===== config.mk =====
export PLATFORM = sky130hd
export DESIGN_NAME = fetch_decode_stage
export DESIGN_NICKNAME = d
export VERILOG_FILES = /design/src/rtl/mips_pkg.sv /design/src/rtl/fetch_skid_buffer.sv /design/src/rtl/fetch_decode_stage.sv
export SDC_FILE = /design/constraint.sdc
export NUM_CORES = 1
export LEC_CHECK = 0
export CAP_MARGIN = 20
export CORE_ASPECT_RATIO = 0.9
export CORE_MARGIN = 1
export CORE_UTILIZATION = 52
export CTS_BUF_LIST = sky130_fd_sc_hd__clkbuf_16
export CTS_CLUSTER_SIZE = 12
export DETAILED_ROUTE_END_ITERATION = 8
export PLACE_DENSITY = 0.86
export SYNTH_ARGS = -nofsm -noshare
export SYNTH_HDL_FRONTEND = slang
export SYNTH_SLANG_ARGS = --single-unit

===== constraint.sdc =====
create_clock -name clk -period 7.7 [get_ports clk]
set_clock_uncertainty 0.2 [all_clocks]
set_input_delay 0.77 -clock clk [delete_from_list [all_inputs] [get_ports clk]]
set_output_delay 0.77 -clock clk [all_outputs]
set_load 0.02 [all_outputs]

===== src/rtl/mips_pkg.sv =====
// Shared MIPS front-end definitions: instruction field positions, fetch
// step, fetch FSM encoding and the skid-buffer entry type.
package mips_pkg;

   // Instruction field bit positions
   localparam int OPC_HI = 31;
   localparam int OPC_LO = 26;
   localparam int RS_HI  = 25;
   localparam int RS_LO  = 21;
   localparam int RT_HI  = 20;
   localparam int RT_LO  = 16;
   localparam int RD_HI  = 15;
   localparam int RD_LO  = 11;
   localparam int SH_HI  = 10;
   localparam int SH_LO  = 6;
   localparam int FN_HI  = 5;
   localparam int FN_LO  = 0;
   localparam int IMM_HI = 15;
   localparam int IMM_LO = 0;

   // Byte increment per sequential fetch
   localparam logic [31:0] PC_STEP = 32'd4;

   // All-zero word (sll r0,r0,0); also the IF/ID reset contents
   localparam logic [31:0] NOP_WORD = 32'h0000_0000;

   typedef enum logic [1:0] {
      BOOT  = 2'd0,
      FETCH = 2'd1,
      DRAIN = 2'd2
   } fetch_state_e;

   typedef struct packed {
      logic [31:0] pc;
      logic [31:0] instr;
   } fetch_entry_t;

   // Instruction addresses are word aligned; low bits are simply dropped
   function automatic logic [31:0] align_pc(input logic [31:0] a);
      return a & ~32'd3;
   endfunction

endpackage


===== src/rtl/fetch_skid_buffer.sv =====
// One-entry {pc,instr} holding register that parks a fetched word while
// the IF/ID register is stalled.
module fetch_skid_buffer
   import mips_pkg::*;
(
   input  logic         clk,
   input  logic         reset,
   input  logic         push,
   input  logic         pop,
   input  logic         flush,
   input  fetch_entry_t in_entry,
   output logic         full,
   output fetch_entry_t out_entry
);

   // Flush beats push beats pop; push and pop never coincide in use,
   // but a push while popping would correctly leave the new word held.
   always_ff @(posedge clk or posedge reset) begin
      if (reset) begin
         full      <= 1'b0;
         out_entry <= '0;
      end else if (flush) begin
         full      <= 1'b0;
      end else if (push) begin
         full      <= 1'b1;
         out_entry <= in_entry;
      end else if (pop) begin
         full      <= 1'b0;
      end
   end

endmodule


===== src/rtl/fetch_decode_stage.sv =====
// Fetch front-end: PC, imem req/ack handshake, skid buffer, IF/ID register
// and MIPS field split of the latched instruction.
module fetch_decode_stage
   import mips_pkg::*;
#(
   parameter logic [31:0] PC_RESET = 32'h0000_0000
)(
   input  logic        clk,
   input  logic        reset,
   output logic        imem_req,
   output logic [31:0] imem_addr,
   input  logic        imem_ack,
   input  logic [31:0] imem_rdata,
   input  logic        stall,
   input  logic        redirect,
   input  logic [31:0] redirect_pc,
   output logic        id_valid,
   output logic [31:0] id_pc,
   output logic [5:0]  id_opcode,
   output logic [4:0]  id_rs,
   output logic [4:0]  id_rt,
   output logic [4:0]  id_rd,
   output logic [4:0]  id_shamt,
   output logic [5:0]  id_funct,
   output logic [15:0] id_imm16
);

   fetch_state_e state, state_nxt;
   logic [31:0]  pc, pc_nxt;
   logic [31:0]  pend_pc, pend_nxt;
   logic [31:0]  id_instr;
   logic [31:0]  tgt;
   logic         ack_fire;
   logic         keep_word;
   logic         if_free;
   logic         skid_full;
   logic         skid_push;
   logic         skid_pop;
   fetch_entry_t skid_in;
   fetch_entry_t skid_out;

   // Request is a pure function of registered state so that an async
   // reset drops it immediately; it is withheld while the skid is full.
   assign imem_req  = (state != BOOT) && !skid_full;
   assign imem_addr = pc;
   assign ack_fire  = imem_req && imem_ack;
   assign if_free   = !id_valid || !stall;
   assign tgt       = align_pc(redirect_pc);

   // A parked word always drains into IF/ID before a new fetch is issued
   assign skid_push = keep_word && !if_free && !redirect;
   assign skid_pop  = skid_full && if_free;
   assign skid_in   = '{pc: pc, instr: imem_rdata};

   fetch_skid_buffer u_skid (
      .clk       (clk),
      .reset     (reset),
      .push      (skid_push),
      .pop       (skid_pop),
      .flush     (redirect),
      .in_entry  (skid_in),
      .full      (skid_full),
      .out_entry (skid_out)
   );

   // FSM, PC and pending-redirect registers
   always_ff @(posedge clk or posedge reset) begin
      if (reset) begin
         state   <= BOOT;
         pc      <= PC_RESET;
         pend_pc <= PC_RESET;
      end else begin
         state   <= state_nxt;
         pc      <= pc_nxt;
         pend_pc <= pend_nxt;
      end
   end

   // Next-state: redirect steers the PC, or is deferred via DRAIN when a
   // request is already on the bus and must be allowed to complete.
   always_comb begin
      state_nxt = state;
      pc_nxt    = pc;
      pend_nxt  = pend_pc;
      keep_word = 1'b0;
      case (state)
         BOOT: begin
            state_nxt = FETCH;
            if (redirect) pc_nxt = tgt;
         end
         FETCH: begin
            if (redirect) begin
               if (imem_req && !ack_fire) begin
                  pend_nxt  = tgt;
                  state_nxt = DRAIN;
               end else begin
                  pc_nxt = tgt;
               end
            end else if (ack_fire) begin
               pc_nxt    = pc + PC_STEP;
               keep_word = 1'b1;
            end
         end
         DRAIN: begin
            if (ack_fire) begin
               pc_nxt    = redirect ? tgt : pend_pc;
               state_nxt = FETCH;
            end else if (redirect) begin
               pend_nxt = tgt;
            end
         end
         default: state_nxt = BOOT;
      endcase
   end

   // IF/ID register: skid contents take precedence over a fresh word
   always_ff @(posedge clk or posedge reset) begin
      if (reset) begin
         id_valid <= 1'b0;
         id_pc    <= 32'h0;
         id_instr <= NOP_WORD;
      end else if (redirect) begin
         id_valid <= 1'b0;
      end else if (if_free) begin
         if (skid_full) begin
            id_valid <= 1'b1;
            id_pc    <= skid_out.pc;
            id_instr <= skid_out.instr;
         end else if (keep_word) begin
            id_valid <= 1'b1;
            id_pc    <= pc;
            id_instr <= imem_rdata;
         end else begin
            id_valid <= 1'b0;
         end
      end
   end

   assign id_opcode = id_instr[OPC_HI:OPC_LO];
   assign id_rs     = id_instr[RS_HI:RS_LO];
   assign id_rt     = id_instr[RT_HI:RT_LO];
   assign id_rd     = id_instr[RD_HI:RD_LO];
   assign id_shamt  = id_instr[SH_HI:SH_LO];
   assign id_funct  = id_instr[FN_HI:FN_LO];
   assign id_imm16  = id_instr[IMM_HI:IMM_LO];

endmodule


* Word-level counts from Yosys, hierarchy flattened *
Cells that the tools add are included.

word-level totals
  word-level logic and storage cells = 74
  register bits = 196
  bits of input ports = 69
  output and inout bits = 114

cells by class
  eq/ne operators = 9
  bitwise operators = 1
  reduce and logical (&&, ||, !) cells = 25
  add/subtract/negate cells = 1
  multiplexer cells = 29

operators by type and width
  kind                     number
  $mux W32                 13
  $pmux W32 S3             1
  $pmux W32 S2             1
  $add A32 B3 Y32 const B  1
  $mux W1                  10
  $ne A2 B2 Y1 const B     5
  $reduce_bool A2 Y1       4
  $logic_and A1 B1 Y1      6
  $logic_not A1 Y1         6
  $mux W2                  3
  $ne A3 B3 Y1 const B     2
  $pmux W2 S3              1
  $reduce_and A3 Y1        2
  $reduce_bool A3 Y1       2
  $reduce_and A5 Y1        1
  $reduce_and A4 Y1        1
  $eq A2 B1 Y1 const B     1
  $eq A2 B2 Y1 const B     1
  $logic_not A2 Y1         1
  $reduce_and A2 Y1        1
  $logic_or A1 B1 Y1       1
  $not A1 Y1               1

* Logic depth before layout (Yosys ltp) *
Gate-level depths: netlist of the first run.

  word-level depth = 10
  depth in mapped cells = 10
  mapped depth without buffers = 7

* By module *
From an unflattened synthesis of the first run, not the netlist that was laid out.

second synthesis, totals
  cell total of the unflattened synthesis = 858
  area, all modules = 9,815.7 um^2

modules (own cells, without submodules)
  module              cells an instance  area an instance (um^2)  times used
  fetch_decode_stage  717                7,070.5                  1
  fetch_skid_buffer   141                2,745.1                  1

* Worst setup path after synthesis of the first run *
No wires, ideal clock.

  kind = input -> register
  from = input port imem_ack
  to = register pc[31] (netlist: imem_addr[31])
  path slack = 5.128 ns
  arrival = 2.246 ns
  library setup time = 0.126 ns
  data required time = 7.374 ns
  stages = 6
  cell sequence = or3b_1 buf_2 a21boi_1 nor3_2 mux2_2 a311o_1

on the way
  word-level cells in the longest chain between the ends = 5
  elaborated cells between the ends (all ways) = 7

ends and longest elaborated chain
  item                                    RTL line                  RTL
  start: declaration                      fetch_decode_stage.sv:12  input logic imem_ack,
  $logic_and A1 B1 Y1 (*)                 fetch_decode_stage.sv:46  assign ack_fire = imem_req && imem_ack;
  $logic_not A1 Y1                        fetch_decode_stage.sv:93  if (imem_req && !ack_fire) begin
  $logic_and A1 B1 Y1                     fetch_decode_stage.sv:93
  $ne A3 B3 Y1 (no source line)           --
  $reduce_and A5 Y1 (no source line) (*)  --
  end signal: assignment                  fetch_decode_stage.sv:74  pc <= pc_nxt;
  end: declaration                        fetch_decode_stage.sv:29  logic [31:0] pc, pc_nxt;

Every way passes the cells marked *; elsewhere a longest branch is shown, timed or not.
A chain may end at the register's enable or synchronous reset.

* Worst setup path in the final report of the first run *
  from = register state[0]
  to = register pc[13] (netlist: imem_addr[13])

on the way
  word-level cells in the longest chain between the ends = 7
  elaborated cells between the ends (all ways) = 15

ends and longest elaborated chain
  item                                RTL line                  RTL
  start: declaration                  fetch_decode_stage.sv:28  fetch_state_e state, state_nxt;
  start signal: assignment            fetch_decode_stage.sv:73  state <= state_nxt;
  $reduce_bool A2 Y1                  fetch_decode_stage.sv:44  assign imem_req = (state != BOOT) && !skid_full;
  $logic_and A1 B1 Y1                 fetch_decode_stage.sv:44
  $logic_and A1 B1 Y1                 fetch_decode_stage.sv:46
  $logic_not A1 Y1                    fetch_decode_stage.sv:93
  $logic_and A1 B1 Y1                 fetch_decode_stage.sv:93
  $ne A3 B3 Y1 (no source line)       --
  $reduce_and A5 Y1 (no source line)  --

Parallel ways exist; a longest one is shown, timed or not.

==> impl_metrics.tcl, run 1 <==
set metrics [dict create \
    yosysTopAreaCell "dfrtp_1" \
    setup_ws_ns 4.29 \
    period_needed_ns 3.41 \
    grt-ovfl-total 0 \
    final_common_cell "dfrtp_1" \
    ios 183 \
    min_period_over_period_pct 44.2 \
    wl_mm 23.3 \
    fp.dieH_um 130 \
    cp-endpoint "imem_addr[13]$_DFFE_PP0P_" \
    endpoint_kind "register" \
    cts_buffers 17 \
    fin_hold_ws_ns 0.289 \
    cts_max_level 4 \
    cap_viol_max_count 0 \
    p_per_area_nw_per_um2 423 \
    synthAdderAreaFrac_pct 0.793 \
    syn_to_final_growth_pct 25.2 \
    grt_max_degree 123 \
    setup.worst_path.start "state[0]$_DFFE_PP0P_" \
    seq_area_um2 4910 \
    num_vias 7290 \
    drive_gt1_share_pct 15.1 \
    grt_pass1_vias 7015 \
    synth_compound_area_share_pct 13.4 \
    r2r_start "state[0]$_DFFE_PP0P_" \
    grt_util_met3_pct 5.43 \
    slew_viol_final 0 \
    worstPathArrival_ns 3.57 \
    drtAntennaViolNets 0 \
    final_nets 1061 \
    finalSetupTns_ns 0 \
    cts_tree "done" \
    portBuffers 180 \
    cts_buffer_depth 2 \
    synth_top_family_by_area "multiplexers" \
    syn_area_per_cell_um2 11.1 \
    setup_viol 0 \
    grt-busiest-layer "met2" \
    antenna_found_initial 0 \
    clock-sinks 196 \
    multi_input_area_um2 4130 \
    seq_area_frac_synth_pct 51.8 \
    p_leak_nw 4.91 \
    gp_congestion 0.824 \
    synth-simple-area-share_pct 10.6 \
    grt_use_total_pct 25.5 \
    synth_seq_cells 196 \
    drt_iter0_drc 700 \
    syn-cell-area_um2 9470 \
    drcViolationCount 0 \
    place_ws_ns 4.04 \
    ys_types 65 \
    coreArea_um2 17700 \
    root_buffer "clkbuf_16" \
    fmax_ghz 0.294 \
    initial_core_util_pct 53.4 \
    async_reset_ff_share_pct 100 \
    synthFlopType "dfrtp_1" \
    synthTopCellsByArea "dfrtp_1 52%, mux2_2 11%, mux2i_1 7.5%" \
    final_cell_mix "195 x dfrtp_1, 180 x clkdlybuf4s50_1, 93 x nor2_1" \
    insertion_delay_ns 0.44 \
    placedCellCount 1207 \
    reg2reg_slack_ns 4.29 \
    syn_inst 856 \
    synth_fp_nets 931 \
    r2r_end "imem_addr[13]$_DFFE_PP0P_" \
    dieArea_um2 18800 \
    status "finished, final reports clean" \
    startpoint_type "register" \
    slew_headroom_pct 38.3 \
    post_cts.repair.setup_buffers 0 \
    critPathKind "register to register" \
    synth_mux_area_share_pct 18.8 \
    hp-class "register to register" \
    first_pass_iters 8 \
    rsz0062_at_grt "false" \
    peakVddDrop_mv 0.277 \
    ys.warnings.count 0 \
    fin_cells 1239 \
    rows 46 \
    r2r_cells 7 \
    grtUsageMet2_pct 40.3 \
    holdBufCountCts 0 \
    synth_xor_area_share_pct 0 \
    fin_util_pct 66.9 \
    dp_hpwl_mm 15.2 \
    grt_pass1_wl_mm 36.6 \
    die_width_um 144 \
    ctsResizeCount 0 \
    wl_per_cell_um 18.8 \
    hold_violations 0 \
    cp_max_fo 27 \
    tightest_slew_ns 0.925 \
    synth_top_area_share_pct 51.8 \
    n_antenna_cell 0 \
    synth-edff-count 0 \
    use_met1_pct 34.5 \
    n_fill_cell 1356 \
    vias_per_cell 5.88 \
    clkTransAtPathRegs_ns 0.07 \
    cp.required_ns 7.86 \
]
==> worst min-delay path by stage <==
stage | start | to | slack (ns) | depth (start not counted)
global placement | u_skid.out_entry[54]$_DFFE_PP0P_ | u_skid.out_entry[54]$_DFFE_PP0P_ | 0.27 | 1
detailed placement | u_skid.out_entry[54]$_DFFE_PP0P_ | u_skid.out_entry[54]$_DFFE_PP0P_ | 0.28 | 1
global route | pend_pc[17]$_DFFE_PP0P_ | pend_pc[17]$_DFFE_PP0P_ | 0.32 | 1
CTS | u_skid.out_entry[54]$_DFFE_PP0P_ | u_skid.out_entry[54]$_DFFE_PP0P_ | 0.29 | 1
floorplan | pend_pc[0]$_DFFE_PP0P_ | pend_pc[0]$_DFFE_PP0P_ | 0.25 | 1
finish | u_skid.out_entry[54]$_DFFE_PP0P_ | u_skid.out_entry[54]$_DFFE_PP0P_ | 0.29 | 1
==> power breakdown <==
part	switching (mW)	internal (mW)
Clock	0.424	0.462
Combinational	1.23	1.05
Sequential	0.387	1.46
Total	2.04	2.97
==> area by class of cell <==
cell class / count / share of cell area, %
multi-input cells: 571 / 34.9
clock inverters: 15 / 1.38
repair buffers: 190 / 15.8
clock buffers: 17 / 3.59
flip-flops and latches: 196 / 41.4
well taps: 240 / 2.53
inverters: 10 / 0.380
==> per-layer routing <==
metal / part of all wire, % / vias up
met4: 2.9 / 0
li1: - / 3370
met5: 0 / -
met3: 6.6 / 50
met2: 47 / 283
met1: 43 / 3587
==> metrics by stage <==
step / instance area (µm²) / power, mW
floorplan: 9470 / 3.23
global placement: 11300 / 4.02
detailed placement: 11300 / 4.12
CTS: 11900 / 5.02
global route: 11900 / 5.31
finish: 11900 / 5.02
==> worst max-delay path, cell delays in order, from the launching register on <==
cell and delay [ns]:
dfrtp_1 0.39, inv_1 0.09, ha_1 0.79, nor2b_1 0.61, and2_1 0.71, a22oi_1 0.24
o31a_1 0.15, o21ai_0 0.13
==> cell usage after synthesis (8+ instances only) <==
cell / n
buf_4: 16
clkbuf_1: 31
a21oi_1: 75
dfrtp_1: 196
o21ai_0: 47
o2bb2ai_1: 10
nand2_1: 20
o21ai_1: 9
nand3_1: 13
mux2_2: 91
nor3_1: 10
inv_1: 10
buf_2: 20
nor2_1: 93
nand4_1: 10
mux2i_1: 71
a221oi_1: 8
==> cell families after synthesis <==
| group | Yosys count |
|---|---|
| flip-flops | 196 |
| adder cells (fa/ha/maj) | 6 |
| AO/OA/AOI/OAI | 203 |
| buffers and inverters | 89 |
| multiplexers | 166 |
| AND/OR/NAND/NOR | 196 |
==> sequential cells by signal (all words and copies together), names as in the netlist <==
| signal | cells |
|---|---|
| imem_addr | 32 |
| state | 2 |
| pend_pc | 32 |
| u_skid.out_entry | 64 |
| id_pc | 32 |
| id_valid | 1 |
| id_instr | 32 |
| u_skid.full | 1 |
No activity file was read; power rests on OpenSTA's default activity.
==> inputs of run 2 (changes only) <==
- CORE_UTILIZATION: 52 -> 47
- PLACE_DENSITY: 0.86 -> 0.82
- clock period: 7.7 -> 2.8 ns (I/O delays scaled with it)
==> run 2 against run 1 <==
Compared with the run above: hold slack lost 0.28 ns; global-route usage fell by 2.4 points; cell area up 2.8%; fmax grew 31%; critical path type unchanged; critical endpoint is now u_skid.out_entry[31]$_DFFE_PP0P_.
==> impl_metrics.tcl, run 2 (same netlist as run 1, synthesis figures left out) <==
set metrics [dict create \
    status "finished, final reports clean" \
    setup_viol 0 \
    final_common_cell "dfrtp_1" \
    drtAntennaViolNets 0 \
    endpoint_kind "register" \
    holdBufCountCts 0 \
    r2r_start "state[0]$_DFFE_PP0P_" \
    r2r_cells 7 \
    cp_cell_sequence "inv_1, ha_1, or3b_1, buf_4, nor3_4, buf_12, mux2_2" \
    critPathKind "register to register" \
    vias_per_cell 5.73 \
    hold_violations 0 \
    portBuffers 180 \
    peakVddDrop_mv 0.651 \
    grt_use_total_pct 23.1 \
    initial_core_util_pct 48.7 \
    finalPower_mw 14.1 \
    grt_max_degree 69 \
    n_antenna_cell 0 \
    wl_per_cell_um 18.1 \
    cp_slowest_cell "dfrtp_1" \
    coreArea_um2 19500 \
    slew_viol_final 0 \
    cp_max_fo 64 \
    drt_iter0_drc 614 \
    cts_max_level 4 \
    die_width_um 152 \
    setup.worst_path.start "state[0]$_DFFE_PP0P_" \
    final_nets 1092 \
    insertion_delay_ns 0.43 \
    startpoint_type "register" \
    tightest_slew_ns 1.14 \
    crit_path_max_incr_delay_ns 0.41 \
    p_leak_nw 5.07 \
    min_period_over_period_pct 93.1 \
    antenna_found_initial 0 \
    reg2reg_slack_ns 0.19 \
    cts_tree "done" \
    fp.dieH_um 137 \
    cp.required_ns 2.92 \
    rsz0062_at_grt "false" \
    wl_met2_mm 10.7 \
    grt_pass1_wl_mm 37.0 \
    dp_hpwl_mm 15.9 \
    hp-class "input pin to asynchronous set/reset pin" \
    num_vias 7339 \
    drcViolationCount 0 \
    slew_headroom_pct 24.1 \
    clock-sinks 196 \
    cap_viol_max_count 0 \
    root_buffer "clkbuf_16" \
    period_needed_ns 2.61 \
    first_pass_iters 5 \
    largest_reg_flops 64 \
    top_register "u_skid.out_entry" \
    cts_buffer_depth 2 \
    dr_wl_met3_mm 1.75 \
    top_layer "met4" \
    grt_pass1_vias 7017 \
    finalSetupTns_ns 0 \
    worstPathArrival_ns 2.72 \
    gp_congestion 0.864 \
    wl_mm 23.2 \
    syn_to_final_growth_pct 28.7 \
    clkTransAtPathRegs_ns 0.08 \
    cp-endpoint "u_skid.out_entry[31]$_DFFE_PP0P_" \
    grt-ovfl-total 0 \
    met1_length_mm 10.2 \
    cts_buffers 17 \
    ios 183 \
    dieArea_um2 20700 \
    rows 48 \
    drive_gt1_share_pct 17.9 \
    final_cell_mix "195 x dfrtp_1, 180 x clkdlybuf4s50_1, 93 x nor2_1" \
    fmax_ghz 0.383 \
    r2r_end "u_skid.out_entry[31]$_DFFE_PP0P_" \
    p_per_area_nw_per_um2 1160 \
]
## run 2: what timing repair did
action / CTS / global route
buffers inserted: 0 / 0
gates resized for setup: 0 / 1
setup endpoints to repair: 0 / 2
## run 2: how the worst min path moves through the flow
stage,endpoint,cells after the start,start
5_1_grt,id_pc[7]$_DFFE_PP0P_,2,reset
6_report,id_pc[7]$_DFFE_PP0P_,2,reset
3_5_place_dp,pend_pc[0]$_DFFE_PP0P_,1,pend_pc[0]$_DFFE_PP0P_
4_1_cts,id_pc[7]$_DFFE_PP0P_,2,reset
2_1_floorplan,u_skid.out_entry[19]$_DFFE_PP0P_,1,imem_rdata[19]
3_3_place_gp,u_skid.out_entry[21]$_DFFE_PP0P_,1,u_skid.out_entry[21]$_DFFE_PP0P_
## run 2: cell type report
| class | count | area [µm²] |
|---|---|---|
| inverter | 10 | 41.3 |
| fill | 1511 | 7270 |
| sequential | 196 | 4910 |
| multi-input combinational | 571 | 4140 |
| clock buffer | 17 | 425 |
| tap | 250 | 313 |
| timing repair buffer | 221 | 2180 |
| clock inverter | 15 | 174 |
## run 2: per-stage QoR
step           utilization [%]  hold slack, ns  cell area, µm²  instances  setup slack [ns]
5_1_grt                   62.6          0.0413           12200       1280            0.0623
6_report                  62.6         0.00623           12200       1280             0.192
4_1_cts                   62.6         0.00847           12200       1280             0.162
3_5_place_dp              59.5           0.270           11600       1248             0.116
2_1_floorplan                -           0.215            9470        856            -0.212
3_3_place_gp              59.5           0.267           11600       1248             0.171
## run 2: metal layers
layer | GRT usage [%] | up-vias
met5 | 0 | -
met4 | 8.09 | 0
met3 | 5.30 | 37
met2 | 35.0 | 284
met1 | 32.5 | 3602
li1 | - | 3416
## run 2: worst max-delay path, delay by kind of cell (launching register included)
family                     cells  cell delay, ns
and+or+nand+nor                2            0.62
DFF                            1            0.41
muxes                          1            0.39
buffers and inverters          3            0.63
adders and majority gates      1            0.22
## run 2: where the power goes
part           leakage [nW]  internal, mW  switching (mW)
Combinational          2.35          3.14            3.54
Clock                 0.281          1.27            1.18
Sequential             2.44          4.01           0.938
==> inputs of run 3 (changes only) <==
- ABC_AREA: default -> 1
- CORE_UTILIZATION: 47 -> 48
- PLACE_DENSITY: 0.82 -> 0.83
==> run 3 against run 2 <==
Compared with the run above: synthesized cell count up 52%; power is 2.1% lower; critical path depth up 1; non-clock buffer count is 20 lower; fmax grew 1.1%; worst setup slack improved by 0.029 ns; critical endpoint is now imem_addr[14]$_DFFE_PP0P_; largest cell class unchanged; clock power fell by 4%; wire length is 6.1% higher.
==> impl_metrics.tcl, run 3 <==
set metrics [dict create \
    status "finished, final reports clean" \
    clock-sinks 196 \
    place_ws_ns 0.296 \
    num_vias 8850 \
    grt_pass1_wl_mm 40.5 \
    dp_hpwl_mm 17.5 \
    reg2reg_slack_ns 0.22 \
    n_antenna_cell 0 \
    synth_top_area_share_pct 49.5 \
    grt_pass1_vias 7870 \
    rsz0062_at_grt "false" \
    syn-cell-area_um2 9920 \
    synthTopCellsByArea "dfrtp_1 49%, nand2_1 19%, o21ai_0 7.5%" \
    insertion_delay_ns 0.44 \
    syn_inst 1300 \
    top_register "u_skid.out_entry" \
    placedCellCount 1676 \
    rows 49 \
    slew_headroom_pct 59.5 \
    hp-start "stall" \
    cts_buffer_depth 2 \
    seq_area_frac_synth_pct 49.5 \
    drcViolationCount 0 \
    holdBufCountCts 1 \
    syn_area_per_cell_um2 7.63 \
    min_to "u_skid.full$_DFFE_PP0P_" \
    wl_per_cell_um 14.4 \
    cp_cell_sequence "inv_1, ha_1, inv_2, nor2_4, nand2_2, o21ai_0, nor2_1, a22oi_1" \
    p_leak_nw 5.84 \
    crit_path_max_incr_delay_ns 0.50 \
    grt_max_degree 129 \
    synthFlopType "dfrtp_1" \
    yosysMostFrequentCell "nand2_1" \
    final_nets 1516 \
    first_pass_iters 5 \
    yosysTopAreaCell "dfrtp_1" \
    drtAntennaViolNets 0 \
    endpoint_kind "register" \
    clkTransAtPathRegs_ns 0.08 \
    post_cts.repair.setup_buffers 0 \
    synth_fp_nets 1375 \
    async_reset_ff_share_pct 100 \
    slew_viol_final 0 \
    die_width_um 154 \
    ctsResizeCount 0 \
    syn_to_final_growth_pct 24.8 \
    startpoint_type "register" \
    worstPathArrival_ns 2.73 \
    r2r_start "state[0]$_DFFE_PP0P_" \
    final_common_cell "nand2_1" \
    hp-class "input pin to register" \
    cts_buffers 17 \
    drive_gt1_share_pct 6.53 \
    hold_depth 3 \
    cts_tree "done" \
    final_cell_mix "498 x nand2_1, 195 x dfrtp_1, 180 x clkdlybuf4s50_1" \
    period_needed_ns 2.58 \
    synthTopCellsByCount "499 x nand2_1, 196 x dfrtp_1, 149 x o21ai_0, 109 x inv_1, 74 x nor2_1" \
    critPathKind "register to register" \
    ios 183 \
    fmax_ghz 0.388 \
    portBuffers 180 \
    fin_cells 1709 \
    root_buffer "clkbuf_16" \
    fin_util_pct 61.6 \
    setup_ws_ns 0.222 \
    hold_violations 0 \
    grt-ovfl-total 0 \
    tightest_slew_ns 0.607 \
    dieArea_um2 21200 \
    peakVddDrop_mv 0.689 \
    cts_max_level 4 \
    min_period_over_period_pct 92.1 \
    gp_congestion 0.903 \
    cp.required_ns 2.95 \
    grt_use_total_pct 23.9 \
    fp.dieH_um 138 \
    wl_mm 24.6 \
    initial_core_util_pct 49.3 \
    synth-edff-count 0 \
    vias_per_cell 5.18 \
    cp_max_fo 17 \
    r2r_end "imem_addr[14]$_DFFE_PP0P_" \
    cap_viol_max_count 0 \
    r2r_cells 8 \
    drt_iter0_drc 788 \
    p_per_area_nw_per_um2 1110 \
    ys_types 35 \
    synth_seq_cells 196 \
    cp_slowest_cell "ha_1" \
    ys.warnings.count 0 \
    largest_reg_flops 64 \
    coreArea_um2 20100 \
    setup_viol 0 \
    antenna_found_initial 0 \
]
run 3: power by group:
part           switching, mW  internal [mW]  leakage (nW)
clock                   1.18           1.18         0.273
combinational           4.05           2.71          3.03
sequential             0.770           3.89          2.53
run 3: cells by family (layout without fill, tap and decap cells):
group	count (synthesis)	after routing	share of synthesized area (%)
DFF	196	196	49.5
AOI/OAI and AO/OA	250	250	13.5
adders and majority gates	6	6	0.757
muxes	6	6	0.681
and+or+nand+nor	644	644	26.2
buffers and inverters	197	351	9.32
xor gates and xnor gates	1	1	0.0883
run 3: area by class of cell:
cell class	count	area (µm²)
Fill cell	1724	7730
Sequential cell	196	4910
Multi-Input combinational cell	907	4100
Timing Repair Buffer	201	2040
Inverter	118	449
Clock buffer	17	425
Tap cell	255	319
Clock inverter	15	140
run 3: critical path: cells and delay by family (launching register included):
family,cells,cell delay [ns]
buffers and inverters,2,0.22
AOI/OAI and AO/OA,2,0.49
adders and majority gates,1,0.50
DFF,1,0.43
and+or+nand+nor,3,0.64
run 3: worst max-delay path by stage:
stage | end | start | depth (start not counted) | slack [ns]
floorplan | id_instr[0]$_DFFE_PP0P_ | reset | 1 | -0.21
global placement | imem_addr[9]$_DFFE_PP0P_ | redirect | 7 | 0.35
detailed placement | imem_addr[14]$_DFFE_PP0P_ | redirect | 7 | 0.30
CTS | imem_addr[14]$_DFFE_PP0P_ | state[0]$_DFFE_PP0P_ | 8 | 0.28
global route | imem_addr[12]$_DFFE_PP0P_ | state[0]$_DFFE_PP0P_ | 8 | 0.12
finish | imem_addr[14]$_DFFE_PP0P_ | state[0]$_DFFE_PP0P_ | 8 | 0.22
run 3: routing by layer:
| metal | routed length, µm | GRT usage (%) | up-vias |
|---|---|---|---|
| met2 | 11100 | 36.1 | 332 |
| met4 | 355 | 6.95 | 0 |
| met5 | 0 | 0 | - |
| met3 | 1780 | 5.08 | 22 |
| li1 | - | - | 4395 |
| met1 | 11300 | 34.5 | 4101 |
run 3: per-stage QoR:
step           hold slack, ns  power, mW  area (µm²)  TNS, ns
2_1_floorplan           0.201       8.82        9920   -41.63
3_3_place_gp            0.255       11.2       11800        0
3_5_place_dp            0.257       11.4       11800        0
4_1_cts                 0.199       13.8       12400        0
5_1_grt                 0.217       14.7       12400        0
6_report                0.215       13.8       12400        0
